### config.mk
export PLATFORM = sky130hd
export DESIGN_NAME = pux_so_flat
export DESIGN_NICKNAME = d
export VERILOG_FILES = /design/src/rtl/pux_pkg.sv /design/src/rtl/pux_so_if.sv /design/src/rtl/pux_sync_fifo.sv /design/src/rtl/pux_so.sv /design/src/flat_wrapper.sv
export SDC_FILE = /design/constraint.sdc
export NUM_CORES = 1
export LEC_CHECK = 0
export CORE_ASPECT_RATIO = 2
export CORE_MARGIN = 2
export CORE_UTILIZATION = 50
export DETAILED_ROUTE_END_ITERATION = 8
export GPL_TIMING_DRIVEN = 0
export MAX_ROUTING_LAYER = met4
export PLACE_DENSITY = 0.72
export RECOVER_POWER = 50
export SYNTH_ARGS = -nofsm -noshare
export SYNTH_HDL_FRONTEND = slang
export SYNTH_SLANG_ARGS = --single-unit
export TNS_END_PERCENT = 1
### constraint.sdc
create_clock -name axis_clk -period 3.6 [get_ports axis_clk]
set_input_delay 0.36 -clock axis_clk [delete_from_list [all_inputs] [get_ports axis_clk]]
set_output_delay 0.36 -clock axis_clk [all_outputs]
set_load 0.05 [all_outputs]
### src/rtl/pux_pkg.sv
// Shared definitions for the PUX output stream: FSM encoding, status codes
// and the bit layout of a result FIFO entry.
`timescale 1ns/1ps
package pux_pkg;

    typedef enum logic {
        STREAM = 1'b0,
        STATUS = 1'b1
    } pux_state_e;

    localparam logic [1:0] PUX_ST_OK  = 2'b00;
    localparam logic [1:0] PUX_ST_ERR = 2'b01;
    localparam logic [1:0] PUX_ST_OVF = 2'b10;

    // FIFO entry layout, LSB first: {status, last, data}
    localparam int ENT_DATA_LSB = 0;

    function automatic int ent_last_bit(input int dataw);
        return dataw;
    endfunction

    function automatic int ent_status_lsb(input int dataw);
        return dataw + 1;
    endfunction

endpackage

### src/rtl/pux_so_if.sv
// Bus bundle for pux_so: core result write port plus the result and status
// AXI-Stream channels. The slave modport is the pux_so side.
`timescale 1ns/1ps
interface pux_so_if #(
    parameter int DATAW   = 16,
    parameter int STATUSW = 2
);
    logic [DATAW-1:0]   res_data;
    logic               res_last;
    logic [STATUSW-1:0] res_status;
    logic               res_valid;
    logic               res_ready;

    logic [DATAW-1:0]   axis_result_data;
    logic               axis_result_last;
    logic               axis_result_valid;
    logic               axis_result_ready;

    logic [STATUSW-1:0] axis_status_data;
    logic               axis_status_valid;
    logic               axis_status_ready;

    modport master (
        output res_data, res_last, res_status, res_valid,
        output axis_result_ready, axis_status_ready,
        input  res_ready,
        input  axis_result_data, axis_result_last, axis_result_valid,
        input  axis_status_data, axis_status_valid
    );

    modport slave (
        input  res_data, res_last, res_status, res_valid,
        input  axis_result_ready, axis_status_ready,
        output res_ready,
        output axis_result_data, axis_result_last, axis_result_valid,
        output axis_status_data, axis_status_valid
    );

endinterface

### src/rtl/pux_sync_fifo.sv
// Generic first-word-fall-through FIFO: the head entry is always visible on
// rd_data; pointers carry one extra wrap bit to tell full from empty.
`timescale 1ns/1ps
module pux_sync_fifo #(
    parameter int WIDTH = 19,
    parameter int AW    = 3
) (
    input  logic             clk,
    input  logic             srst,
    input  logic             wr_en,
    input  logic [WIDTH-1:0] wr_data,
    input  logic             rd_en,
    output logic [WIDTH-1:0] rd_data,
    output logic             full,
    output logic             empty,
    output logic [AW:0]      level
);
    localparam int DEPTH = 2 ** AW;

    logic [WIDTH-1:0] mem [DEPTH];
    logic [AW:0]      wptr_reg;
    logic [AW:0]      rptr_reg;
    logic             wr_fire;
    logic             rd_fire;

    assign empty = (wptr_reg == rptr_reg);
    assign full  = (wptr_reg[AW] != rptr_reg[AW]) &&
                   (wptr_reg[AW-1:0] == rptr_reg[AW-1:0]);
    assign level = wptr_reg - rptr_reg;

    // A full FIFO refuses writes even when a read frees a slot this cycle.
    assign wr_fire = wr_en && !full;
    assign rd_fire = rd_en && !empty;

    always_ff @(posedge clk) begin
        if (srst) begin
            wptr_reg <= '0;
            rptr_reg <= '0;
        end else begin
            if (wr_fire) wptr_reg <= wptr_reg + 1'b1;
            if (rd_fire) rptr_reg <= rptr_reg + 1'b1;
        end
    end

    always_ff @(posedge clk) begin
        if (wr_fire) mem[wptr_reg[AW-1:0]] <= wr_data;
    end

    assign rd_data = mem[rptr_reg[AW-1:0]];

endmodule

### src/rtl/pux_so.sv
// PUX result transmitter: buffers core results in a FWFT FIFO, streams them
// out and emits one status word after every packet before the next starts.
`timescale 1ns/1ps
module pux_so
    import pux_pkg::*;
#(
    parameter int DATAW    = 16,
    parameter int STATUSW  = 2,
    parameter int RESFIFOW = 3
) (
    input  logic              axis_clk,
    input  logic              axis_rst,
    pux_so_if.slave           so,
    output logic [RESFIFOW:0] fifo_level,
    output logic              pkt_done
);
    localparam int ENTW     = DATAW + STATUSW + 1;
    localparam int LAST_BIT = ent_last_bit(DATAW);
    localparam int ST_LSB   = ent_status_lsb(DATAW);

    pux_state_e         state_reg;
    logic [STATUSW-1:0] status_data_reg;
    logic               status_valid_reg;
    logic               pkt_done_reg;

    logic [ENTW-1:0]    wr_entry;
    logic [ENTW-1:0]    head_entry;
    logic               fifo_full;
    logic               fifo_empty;
    logic               wr_en;
    logic               rd_en;
    logic               head_last;
    logic [STATUSW-1:0] head_status;

    assign wr_entry    = {so.res_status, so.res_last, so.res_data};
    assign head_last   = head_entry[LAST_BIT];
    assign head_status = head_entry[ST_LSB +: STATUSW];

    // Handshake outputs are held low during reset regardless of FIFO state.
    assign so.res_ready         = !fifo_full && !axis_rst;
    assign so.axis_result_valid = (state_reg == STREAM) && !fifo_empty && !axis_rst;
    assign so.axis_result_data  = head_entry[ENT_DATA_LSB +: DATAW];
    assign so.axis_result_last  = head_last;
    assign so.axis_status_data  = status_data_reg;
    assign so.axis_status_valid = status_valid_reg;
    assign pkt_done             = pkt_done_reg;

    assign wr_en = so.res_valid && so.res_ready;
    assign rd_en = so.axis_result_valid && so.axis_result_ready;

    pux_sync_fifo #(
        .WIDTH (ENTW),
        .AW    (RESFIFOW)
    ) u_fifo (
        .clk     (axis_clk),
        .srst    (axis_rst),
        .wr_en   (wr_en),
        .wr_data (wr_entry),
        .rd_en   (rd_en),
        .rd_data (head_entry),
        .full    (fifo_full),
        .empty   (fifo_empty),
        .level   (fifo_level)
    );

    always_ff @(posedge axis_clk) begin
        if (axis_rst) begin
            state_reg        <= STREAM;
            status_data_reg  <= '0;
            status_valid_reg <= 1'b0;
            pkt_done_reg     <= 1'b0;
        end else begin
            pkt_done_reg <= 1'b0;
            unique case (state_reg)
                STREAM: begin
                    if (rd_en && head_last) begin
                        status_data_reg  <= head_status;
                        status_valid_reg <= 1'b1;
                        state_reg        <= STATUS;
                    end
                end
                STATUS: begin
                    if (so.axis_status_ready) begin
                        status_valid_reg <= 1'b0;
                        pkt_done_reg     <= 1'b1;
                        state_reg        <= STREAM;
                    end
                end
                default: state_reg <= STREAM;
            endcase
        end
    end

endmodule

### src/flat_wrapper.sv
// flat-port wrapper written by rule: the top's interface ports become plain ports
module pux_so_flat import pux_pkg::*;
#(
    parameter int DATAW    = 16,
    parameter int STATUSW  = 2,
    parameter int RESFIFOW = 3
)
  (axis_clk, axis_rst, fifo_level, pkt_done, so_res_data, so_res_last, so_res_status, so_res_valid, so_axis_result_ready, so_axis_status_ready, so_res_ready, so_axis_result_data, so_axis_result_last, so_axis_result_valid, so_axis_status_data, so_axis_status_valid);
  pux_so_if #(.DATAW(DATAW), .STATUSW(STATUSW)) so_i ();
  input  logic axis_clk;
  input  logic axis_rst;
  output logic [RESFIFOW:0] fifo_level;
  output logic pkt_done;
  input wire logic [$bits(so_i.res_data)-1:0] so_res_data;
  input wire logic [$bits(so_i.res_last)-1:0] so_res_last;
  input wire logic [$bits(so_i.res_status)-1:0] so_res_status;
  input wire logic [$bits(so_i.res_valid)-1:0] so_res_valid;
  input wire logic [$bits(so_i.axis_result_ready)-1:0] so_axis_result_ready;
  input wire logic [$bits(so_i.axis_status_ready)-1:0] so_axis_status_ready;
  output wire logic [$bits(so_i.res_ready)-1:0] so_res_ready;
  output wire logic [$bits(so_i.axis_result_data)-1:0] so_axis_result_data;
  output wire logic [$bits(so_i.axis_result_last)-1:0] so_axis_result_last;
  output wire logic [$bits(so_i.axis_result_valid)-1:0] so_axis_result_valid;
  output wire logic [$bits(so_i.axis_status_data)-1:0] so_axis_status_data;
  output wire logic [$bits(so_i.axis_status_valid)-1:0] so_axis_status_valid;
  assign so_i.res_data = so_res_data;
  assign so_i.res_last = so_res_last;
  assign so_i.res_status = so_res_status;
  assign so_i.res_valid = so_res_valid;
  assign so_i.axis_result_ready = so_axis_result_ready;
  assign so_i.axis_status_ready = so_axis_status_ready;
  assign so_res_ready = so_i.res_ready;
  assign so_axis_result_data = so_i.axis_result_data;
  assign so_axis_result_last = so_i.axis_result_last;
  assign so_axis_result_valid = so_i.axis_result_valid;
  assign so_axis_status_data = so_i.axis_status_data;
  assign so_axis_status_valid = so_i.axis_status_valid;
  pux_so #(.DATAW(DATAW), .STATUSW(STATUSW), .RESFIFOW(RESFIFOW)) u_core (.axis_clk(axis_clk), .axis_rst(axis_rst), .so(so_i), .fifo_level(fifo_level), .pkt_done(pkt_done));
endmodule
=== Word-level counts from Yosys, hierarchy flattened ===
Memory sizes are Yosys's and may differ from the RTL's. A register that Yosys moved wholly into a read port is not among the register bits.
Cells that the tools add are included.

* Equality and inequality tests: 5
* Bitwise operators: 1
* Muxes and demuxes: 11
* Add/subtract/negate cells: 3
* Reductions and logical operators: 15

{| class="wikitable"
|+ Operators with widths
! cell !! count
|-
| logical AND 1 bit || 9
|-
| adder 4 x 1 -> 4 bit (second input constant) || 2
|-
| two-way mux 1 bit || 7
|-
| two-way mux 3 bit || 2
|-
| == test 4 bit || 1
|-
| inequality test 2 bit (second input constant) || 2
|-
| case mux 1 bit (2 select lines) || 2
|-
| AND reduction 2 bit || 2
|-
| subtractor 4 bit || 1
|-
| == test 3 bit || 1
|-
| logical NOT 1 bit || 3
|-
| OR reduction 2 bit || 1
|-
| inequality test 1 bit || 1
|-
| NOT 1 bit || 1
|}

* Memories: 1
* Flip-flop bits (word level): 13
* Input bits: 24
* Output and inout port bits: 27
* Bits in writable memories: 152

{| class="wikitable"
|+ Memories
! name !! words !! bits a word !! rd ports !! clocked after memory_dff !! write ports !! RTL line !! source
|-
| u_core.u_fifo.mem || 8 || 19 || 1 || 1 || 1 || pux_sync_fifo.sv:20 || <nowiki>logic [WIDTH-1:0] mem [DEPTH];</nowiki>
|}

=== Logic depth before layout (Yosys ltp) ===
Gate-level depths: netlist of the first run.

* Word-level depth: 8
* Depth in mapped cells: 6
* Mapped depth without buffers: 6

=== By module ===
Synthesis of the first run repeated with hierarchy kept, for this count alone.

* Cells, all modules: 312
* Area, all modules: 6665.1 µm²

{| class="wikitable"
|+ By module, submodules not included
! module !! area each (µm²) !! sequential area each (µm²) !! instances !! cells an instance
|-
| pux_sync_fifo || 6447.4 || 4784.6 || 1 || 292
|-
| pux_so || 217.7 || 100.1 || 1 || 20
|}

=== Least setup slack after synthesis of the first run ===
No wires, ideal clock.

* Kind: register to register
* Start point: register u_core.u_fifo.wptr_reg[0]
* End point: memory u_core.u_fifo.mem[0][0], enable pin
* Slack: -0.771 ns
* Stages on the path, launching flop included: 7
* Period minus slack after synthesis: 4.371 ns
* Data arrival time: 3.927 ns
* Library setup time: 0.444 ns
* Cells stage by stage: dfxtp_1 > inv_1 > ha_1 > and3_1 > a21oi_1 > nand2_1 > nor4_1

* Longest elaborated chain between the ends: 8

{| class="wikitable"
|+ Ends and longest elaborated chain
! element !! RTL line !! source
|-
| start, declared || pux_sync_fifo.sv:21 || <nowiki>logic [AW:0] wptr_reg;</nowiki>
|-
| start signal, assigned || pux_sync_fifo.sv:40 || <nowiki>if (wr_fire) wptr_reg <= wptr_reg + 1'b1;</nowiki>
|-
| == test 3 bit || pux_sync_fifo.sv:28 || <nowiki>(wptr_reg[AW-1:0] == rptr_reg[AW-1:0]);</nowiki>
|-
| logical AND 1 bit || pux_sync_fifo.sv:27 || <nowiki>assign full = (wptr_reg[AW] != rptr_reg[AW]) &&</nowiki>
|-
| logical NOT 1 bit || pux_so.sv:40 || <nowiki>assign so.res_ready = !fifo_full && !axis_rst;</nowiki>
|-
| logical AND 1 bit || pux_so.sv:40 ||
|-
| via so_res_ready || flat_wrapper.sv:20 || <nowiki>output wire logic [$bits(so_i.res_ready)-1:0] so_res_ready;</nowiki>
|-
| logical AND 1 bit || pux_so.sv:48 || <nowiki>assign wr_en = so.res_valid && so.res_ready;</nowiki>
|-
| logical AND 1 bit || pux_sync_fifo.sv:32 || <nowiki>assign wr_fire = wr_en && !full;</nowiki>
|-
| two-way mux 1 bit || pux_sync_fifo.sv:46 || <nowiki>if (wr_fire) mem[wptr_reg[AW-1:0]] <= wr_data;</nowiki>
|-
| two-way mux 1 bit (not written as such) || pux_sync_fifo.sv:46 ||
|-
| end, declared || pux_sync_fifo.sv:20 ||
|}

The timed path passes the listed nets, and every way through them passes these cells.

==> reports/qor_table.md, run 1 <==
| Parameter | This run | Unit |
|:---|:---|:---|
| Post-detailed-placement half-perimeter wirelength | 8440 | um |
| Count of max-cap constraint violations | 0 | - |
| Number of global-route vias before repair | 3488 | - |
| Floorplan die area | 0.01422 | mm2 |
| Final Total Pwr | 4.448 | mW |
| Cell Rows | 59 | - |
| Core Region | 0.01299 | mm2 |
| Layout filler cell count | 889 | - |
| Endpoint with the worst hold slack | u_core.state_reg | - |
| Count of hold-fix buffers inserted at cts | 0 | - |
| Fraction of synthesized area in multiplexers | 0.1674 | - |
| Number of warning messages in the yosys log | 0 | - |
| Leakage Power | 2.682 | nW |
| Die W | 85.34 | um |
| CTS tree | done | - |
| Largest clock skew in the final design | 9.202 | ps |
| Number of standard cells in the layout, taps in and fillers out | 572 | - |
| Worst hold path startpoint | axis_rst | - |
| Simple-gate portion of the synthesized area | 0.02648 | - |
| Largest net degree at the start of global routing | 17 | - |
| Post-route design area | 0.008105 | mm2 |
| Most common cell after layout, fill and taps aside | sky130_fd_sc_hd__edfxtp_1 | - |
| Number of synthesized register bits | 168 | - |
| Hold Crit Class | primary input to register | - |
| Initial antenna violation count | 0 | - |
| Kind of launch point of the worst setup path | register | - |
| Commonest non-fill, non-tap cells in the layout | 152 x sky130_fd_sc_hd__edfxtp_1, 38 x sky130_fd_sc_hd__mux4_2, 26 x sky130_fd_sc_hd__clkdlybuf4s50_1 | - |
| All-layer global routing usage | 0.1983 | - |
| H-tree level count | 4 | - |
| Endpoint kind of the worst setup timing path | output port | - |
| Number of buffers on the longest clock path | 2 | - |
| Smallest hold slack | 306.9 | ps |
| Mapped Area | 0.006615 | mm2 |
| XOR/XNOR Fraction of Synth Area | 0.01059 | - |
| Max reg flops | 152 | - |
| DR WL/cell | 22.18 | um |
| CTS buffer count | 17 | - |
| Reg-to-reg slack, setup | 700 | ps |
| Synthesized area per cell | 20.17 | um2 |
| Number of distinct standard cells referenced by the synthesized netlist | 31 | - |
| Required arrival time at the worst endpoint | 3240 | ps |
| Placed cells | 540 | - |
| 1st-iter DRT viols | 226 | - |
| Wire length after detailed routing | 12690 | um |
| Tcrit/Tclk final | 0.9644 | - |
| Critical path fanouts, max | 10 | - |
| DP Area | 0.007513 | mm2 |
| Hold Path Stages | 2 | - |
| Headroom to the max-slew limit | 0.1399 | - |
| Clock tree root buffer cell | sky130_fd_sc_hd__clkbuf_16 | - |
| Fin util | 0.6238 | - |
| Number of hold violations in the final report | 0 | - |
| Total Nets Final | 437 | - |
| Maximum operating frequency | 288.0 | MHz |
| Start-to-end type of the worst setup path | register to output port | - |
| Finish-stage setup viols | 0 | - |
| Placer Congestion | 0.8257 | - |
| Post-Syn Nets | 358 | - |
| Initial core utilization | 0.5091 | - |
| RSZ-0062 raised after global routing | true | - |
| Final number of max-transition violations | 0 | - |
| Post-synthesis instance total | 328 | - |
| Tmin final | 3472 | ps |
| Sequential area share after synthesis | 0.7384 | - |
| Post-synthesis share of cell area spent on full adders, half adders and majority gates | 0.01248 | - |
| Via density per instance | 5.719 | - |
| Sinks on the clock net | 168 | - |
| Cell depth of the worst flop-to-flop path | 8 | - |
| Post-route antenna net violation count | 0 | - |
| Worst slew pin tran | 1288 | ps |
| Area growth from synthesis to layout | 22.53 | % |
| Fraction of layout cells with a size suffix above 1 | 0.2976 | - |
| VDD IR-drop max | 569.1 | uV |
| Compound-cell area share of the yosys netlist | 0.01267 | - |
| Crit path arrival time | 3110 | ps |
| Worst R2R End | u_core.u_fifo.mem[4][15] | - |
| Reg-to-reg startpoint | u_core.u_fifo.wptr_reg[0] | - |
| DR pass1 iterations | 6 | - |
| Number of DRC violations after detailed routing | 0 | - |
| Power density normalized to cell area | 548.8 | mW/mm2 |
| Die height | 166.7 | um |
| Post-CTS clock slew at the launch and capture registers of the worst setup and hold paths | 60 | ps |
| I/O pin count | 51 | - |
| Run status | finished, final reports clean | - |
| Port-buffer cells | 49 | - |
| Main combinational cell family by area after synthesis | multiplexers | - |
| Total via count after detailed routing | 3271 | - |
| ANT cells | 0 | - |
| GRT Residual Overflow | 0 | - |
| First-pass GRT wire length | 19890 | um |
| Clock insertion delay at the later pin of the skew report | 410 | ps |
synthesized netlist by cell type:
library cell	count	area, um2
sky130_fd_sc_hd__clkbuf_1	6	22.52
sky130_fd_sc_hd__mux2i_1	6	60.06
sky130_fd_sc_hd__nand3_1	2	10.01
sky130_fd_sc_hd__and3_1	1	6.260
sky130_fd_sc_hd__o31ai_1	2	15.01
sky130_fd_sc_hd__dfxtp_1	16	320.3
sky130_fd_sc_hd__mux2_2	17	191.4
sky130_fd_sc_hd__a21oi_1	4	20.02
sky130_fd_sc_hd__xor2_1	2	17.52
sky130_fd_sc_hd__edfxtp_1	152	4564
sky130_fd_sc_hd__a211oi_1	1	7.510
sky130_fd_sc_hd__nor3_1	4	20.02
sky130_fd_sc_hd__ha_1	5	62.56
sky130_fd_sc_hd__a21o_1	1	7.510
sky130_fd_sc_hd__buf_1	2	7.510
sky130_fd_sc_hd__buf_2	4	20.02
sky130_fd_sc_hd__nor2_1	13	48.80
sky130_fd_sc_hd__xnor2_1	6	52.55
sky130_fd_sc_hd__mux4_2	38	855.8
sky130_fd_sc_hd__inv_1	8	30.03
sky130_fd_sc_hd__nand4b_4	1	23.77
sky130_fd_sc_hd__o211ai_1	2	15.01
sky130_fd_sc_hd__nand4_1	1	6.260
sky130_fd_sc_hd__nor4_1	2	12.51
sky130_fd_sc_hd__o2111ai_1	1	8.760
sky130_fd_sc_hd__fa_1	1	20.02
sky130_fd_sc_hd__nand2_1	11	41.29
sky130_fd_sc_hd__buf_4	16	120.1
sky130_fd_sc_hd__nand2b_1	1	6.260
sky130_fd_sc_hd__o211a_1	1	10.01
sky130_fd_sc_hd__buf_6	1	11.26
kinds of logic after synthesis:
logic type | count (synthesis)
xor gates and xnor gates | 8
muxes | 61
and+or+nand+nor | 36
buffers and inverters | 37
DFF | 168
adders and majority gates | 6
AOI/OAI and AO/OA | 12
area by class of cell:
| cell class | instances | area, um2 | area share |
|---|---|---|---|
| Sequential cell | 168 | 4885 | 0.6027 |
| Clock inverter | 13 | 178.9 | 0.02207 |
| Clock buffer | 19 | 432.9 | 0.05341 |
| Inverter | 8 | 30.03 | 0.003705 |
| Multi-Input combinational cell | 123 | 1559 | 0.1923 |
| Buffer | 29 | 183.9 | 0.02269 |
| Timing Repair Buffer | 60 | 645.6 | 0.07965 |
| Tap cell | 152 | 190.2 | 0.02346 |
metal layers:
metal / global-route usage / share of wire / routed length (um)
met1: 0.2315 / 0.39 / 4976
met2: 0.3370 / 0.56 / 7155
met3: 0.04014 / 0.028 / 349
met4: 0.07177 / 0.016 / 206
met5: - / 0 / 0
worst max-delay path: stages (launching register included):
cell                              delay (ps)
sky130_fd_sc_hd__dfxtp_1                 300
sky130_fd_sc_hd__buf_2                   280
sky130_fd_sc_hd__clkbuf_1                590
sky130_fd_sc_hd__mux4_2                  420
sky130_fd_sc_hd__mux2_2                  280
sky130_fd_sc_hd__buf_4                   130
sky130_fd_sc_hd__clkdlybuf4s50_1         690
through the flow:
stage | worst slack [ps] | TNS (ps)
2_1_floorplan | -354.8 | -15330
3_3_place_gp | -1110 | -87160
3_5_place_dp | 422.7 | 0
4_1_cts | 52.96 | 0
5_1_grt | -2.500 | -2.500
6_report | 128.1 | 0
what timing repair did:
item / in CTS / in global routing
setup buffers: 0 / 0
gates cloned: 0 / 0
hold endpoints to repair: 0 / 0
pin swaps: 0 / 0
resized for setup: 1 / 1
endpoints found under the setup margin: 10 / 5
worst max-delay path by stage:
stage | start | end | cells past startpoint | slack (ps)
6_report | register | so_axis_result_data[2] | 6 | 130
3_5_place_dp | register | so_axis_result_data[7] | 6 | 420
5_1_grt | register | so_axis_result_data[2] | 6 | -3
4_1_cts | register | so_axis_result_data[1] | 6 | 50
3_3_place_gp | u_core.u_fifo.wptr_reg[0] | u_core.u_fifo.mem[4][8] | 6 | -1110
2_1_floorplan | u_core.u_fifo.wptr_reg[0] | u_core.u_fifo.mem[2][0] | 6 | -350
report_power, final:
group          total [mW]  internal (mW)  switching (mW)  leakage, nW
logic               0.431          0.184           0.247        0.888
clock network        1.85           1.16           0.689        0.292
registers            2.17           2.16          0.0145         1.50
total                4.45           3.50           0.950         2.68
Power figures use the tool's default switching activity.
==> run 2: changes to the inputs <==
--- a/config.mk
+++ b/config.mk
@@ -5,14 +5,15 @@
 export SDC_FILE = /design/constraint.sdc
 export NUM_CORES = 1
 export LEC_CHECK = 0
+export CAP_MARGIN = 5
 export CORE_ASPECT_RATIO = 2
 export CORE_MARGIN = 2
 export CORE_UTILIZATION = 50
 export DETAILED_ROUTE_END_ITERATION = 8
-export GPL_TIMING_DRIVEN = 0
 export MAX_ROUTING_LAYER = met4
 export PLACE_DENSITY = 0.72
 export RECOVER_POWER = 50
+export SLEW_MARGIN = 30
 export SYNTH_ARGS = -nofsm -noshare
 export SYNTH_HDL_FRONTEND = slang
 export SYNTH_SLANG_ARGS = --single-unit
==> reports/qor_table.md, run 2 (synthesized netlist as in run 1, its figures left out) <==
| Parameter | This run | Unit |
|:---|:---|:---|
| All-layer global routing usage | 0.1815 | - |
| Power density normalized to cell area | 541.8 | mW/mm2 |
| Crit path depth | 4 | - |
| Largest clock skew in the final design | 9.352 | ps |
| Post-route antenna net violation count | 0 | - |
| Required arrival time at the worst endpoint | 3240 | ps |
| Clock share of power | 0.398 | - |
| Hold Crit Class | register to register | - |
| Critical path fanouts, max | 26 | - |
| Cell depth of the worst flop-to-flop path | 7 | - |
| Finish-stage setup viols | 0 | - |
| Post-placement setup slack | 788.3 | ps |
| Headroom to the max-slew limit | 0.1143 | - |
| Sw Ratio | 0.2291 | - |
| Part of the total power dissipated in sequential elements | 0.511 | - |
| Tcrit/Tclk final | 0.9016 | - |
| VDD IR-drop max | 348.0 | uV |
| Most common cell after layout, fill and taps aside | sky130_fd_sc_hd__edfxtp_1 | - |
| Count of hold-fix buffers inserted at cts | 0 | - |
| Placed cells | 518 | - |
| Core Region | 0.01299 | mm2 |
| CTS buffer count | 17 | - |
| Initial core utilization | 0.5091 | - |
| Switching pwr | 976.3 | uW |
| Wire length after detailed routing | 11680 | um |
| GRT Residual Overflow | 0 | - |
| Port-buffer cells | 50 | - |
| Tmin final | 3246 | ps |
| Floorplan die area | 0.01422 | mm2 |
| Number of gates resized after cts | 0 | - |
| Number of DRC violations after detailed routing | 0 | - |
| First-pass GRT wire length | 18300 | um |
| Cell Rows | 59 | - |
| Initial antenna violation count | 0 | - |
| Sinks on the clock net | 168 | - |
| Internal power contribution | 3.286 | mW |
| Number of hold violations in the final report | 0 | - |
| Cell type group with the largest total delay on the critical path | buffers and inverters | - |
| Placer Congestion | 0.8441 | - |
| Final number of max-transition violations | 0 | - |
| RSZ-0062 raised after global routing | false | - |
| FF/Latch Area | 0.004886 | mm2 |
| Fraction of layout cells with a size suffix above 1 | 0.2739 | - |
| Reg-to-reg startpoint | u_core.u_fifo.wptr_reg[0] | - |
| Largest net degree at the start of global routing | 38 | - |
| DR WL/cell | 21.24 | um |
| Count of max-cap constraint violations | 0 | - |
| Total via count after detailed routing | 3126 | - |
| Number of buffers on the longest clock path | 2 | - |
| Leakage Power | 2.556 | nW |
| Buffers & Inverters on Critical Path | 2 | - |
| Start-to-end type of the worst setup path | register to output port | - |
| Post-CTS clock slew at the launch and capture registers of the worst setup and hold paths | 70 | ps |
| Logic gate share of total power | 0.092 | - |
| Final Total Pwr | 4.262 | mW |
| Maximum operating frequency | 308.1 | MHz |
| ANT cells | 0 | - |
| Hold Path Stages | 2 | - |
| Post-CTS Setup Bufs | 0 | - |
| Area growth from synthesis to layout | 18.91 | % |
| Via density per instance | 5.684 | - |
| Die W | 85.34 | um |
| Worst slew pin tran | 1321 | ps |
| Total negative slack | 0 | ps |
| DP Area | 0.007328 | mm2 |
| Delay of the slowest cell on the worst path | 750 | ps |
| Number of global-route vias before repair | 3335 | - |
| Die height | 166.7 | um |
| Clock insertion delay at the later pin of the skew report | 420 | ps |
| Slack of the critical path | 354.3 | ps |
| Kind of launch point of the worst setup path | register | - |
| Post-route design area | 0.007866 | mm2 |
| Total Nets Final | 415 | - |
| Post-detailed-placement half-perimeter wirelength | 7244 | um |
| Clock tree root buffer cell | sky130_fd_sc_hd__clkbuf_16 | - |
| Worst hold path startpoint | u_core.so.axis_status_valid | - |
| I/O pin count | 51 | - |
| Commonest non-fill, non-tap cells in the layout | 152 x sky130_fd_sc_hd__edfxtp_1, 38 x sky130_fd_sc_hd__mux4_2, 26 x sky130_fd_sc_hd__clkdlybuf4s50_1 | - |
| Cells along the critical path | buf_12, mux4_2, mux2_2, clkdlybuf4s50_1 | - |
| Layout filler cell count | 911 | - |
| Combined area of the multi-input logic cells | 0.001554 | mm2 |
| Max reg flops | 152 | - |
| Run status | finished, final reports clean | - |
| Crit path arrival time | 2890 | ps |
| Number of standard cells in the layout, taps in and fillers out | 550 | - |
| 1st-iter DRT viols | 198 | - |
| DR pass1 iterations | 4 | - |
| H-tree level count | 4 | - |
| CTS tree | done | - |
| Endpoint kind of the worst setup timing path | output port | - |
| Worst-path cell with the longest stage delay | sky130_fd_sc_hd__clkdlybuf4s50_1 | - |
run 2: cell count changes in the layout (fill, tap and decap cells not counted), moves of 2 or more:
cell,change
sky130_fd_sc_hd__buf_2,-4
sky130_fd_sc_hd__buf_6,-7
sky130_fd_sc_hd__buf_8,-4
sky130_fd_sc_hd__bufinv_16,-3
sky130_fd_sc_hd__clkbuf_1,-5
sky130_fd_sc_hd__clkbuf_2,-2
sky130_fd_sc_hd__clkinv_1,-2
sky130_fd_sc_hd__clkinv_2,-2
sky130_fd_sc_hd__inv_6,+6
run 2: metrics by stage:
stage	hold slack, ps	util
after CTS	467.5	0.6079
after global placement	446.2	0.5640
after global routing	491.0	0.6055
after floorplan	458.9	-
final	460.5	0.6055
after detailed placement	449.8	0.5640
run 2: final timing paths:
path,to,slack [ps]
max reg2reg,u_core.u_fifo.wptr_reg[3],600
min reg2reg,u_core.so.axis_status_valid,460
max,so_axis_result_data[0],350
min,u_core.so.axis_status_valid,460
run 2: worst register-to-register path, cell delays in order (launching register included):
cell and delay [ps]:
sky130_fd_sc_hd__dfxtp_1 530, sky130_fd_sc_hd__inv_1 180, sky130_fd_sc_hd__ha_1 350, sky130_fd_sc_hd__and3_1 170, sky130_fd_sc_hd__a211oi_1 1080, sky130_fd_sc_hd__buf_4 370
sky130_fd_sc_hd__xnor2_1 140, sky130_fd_sc_hd__nor2_1 50
run 2: final cells by class:
class	instances	area share
tap	152	0.02418
clock buffer	18	0.05456
multi-input combinational	123	0.1976
timing repair buffer	67	0.08096
clock inverter	14	0.01781
inverter	8	0.003817
sequential	168	0.6211
run 2: power by group through the flow:
stage               logic (mW)  registers (mW)  clock network [mW]
finish                   0.390            2.18                1.69
CTS                      0.407            2.18                1.72
global placement         0.400            2.22                   0
detailed placement       0.405            2.22                   0
floorplan                0.285            2.22                   0
global route             0.416            2.18                1.79
run 2: layer usage:
layer / track usage / part of all wire / vias to the layer above
met5: - / 0 / -
met4: 0.06763 / 0.019 / 0
met3: 0.04609 / 0.035 / 15
met2: 0.3020 / 0.55 / 69
met1: 0.2110 / 0.40 / 1630
li1: - / - / 1412
==> run 3: changes to the inputs <==
--- a/config.mk
+++ b/config.mk
@@ -13,7 +13,7 @@
 export MAX_ROUTING_LAYER = met4
 export PLACE_DENSITY = 0.72
 export RECOVER_POWER = 50
-export SLEW_MARGIN = 30
+export SLEW_MARGIN = 10
 export SYNTH_ARGS = -nofsm -noshare
 export SYNTH_HDL_FRONTEND = slang
 export SYNTH_SLANG_ARGS = --single-unit
==> results of run 3 <==
No change in the layout: final DEF, timing and power equal those of run 2.
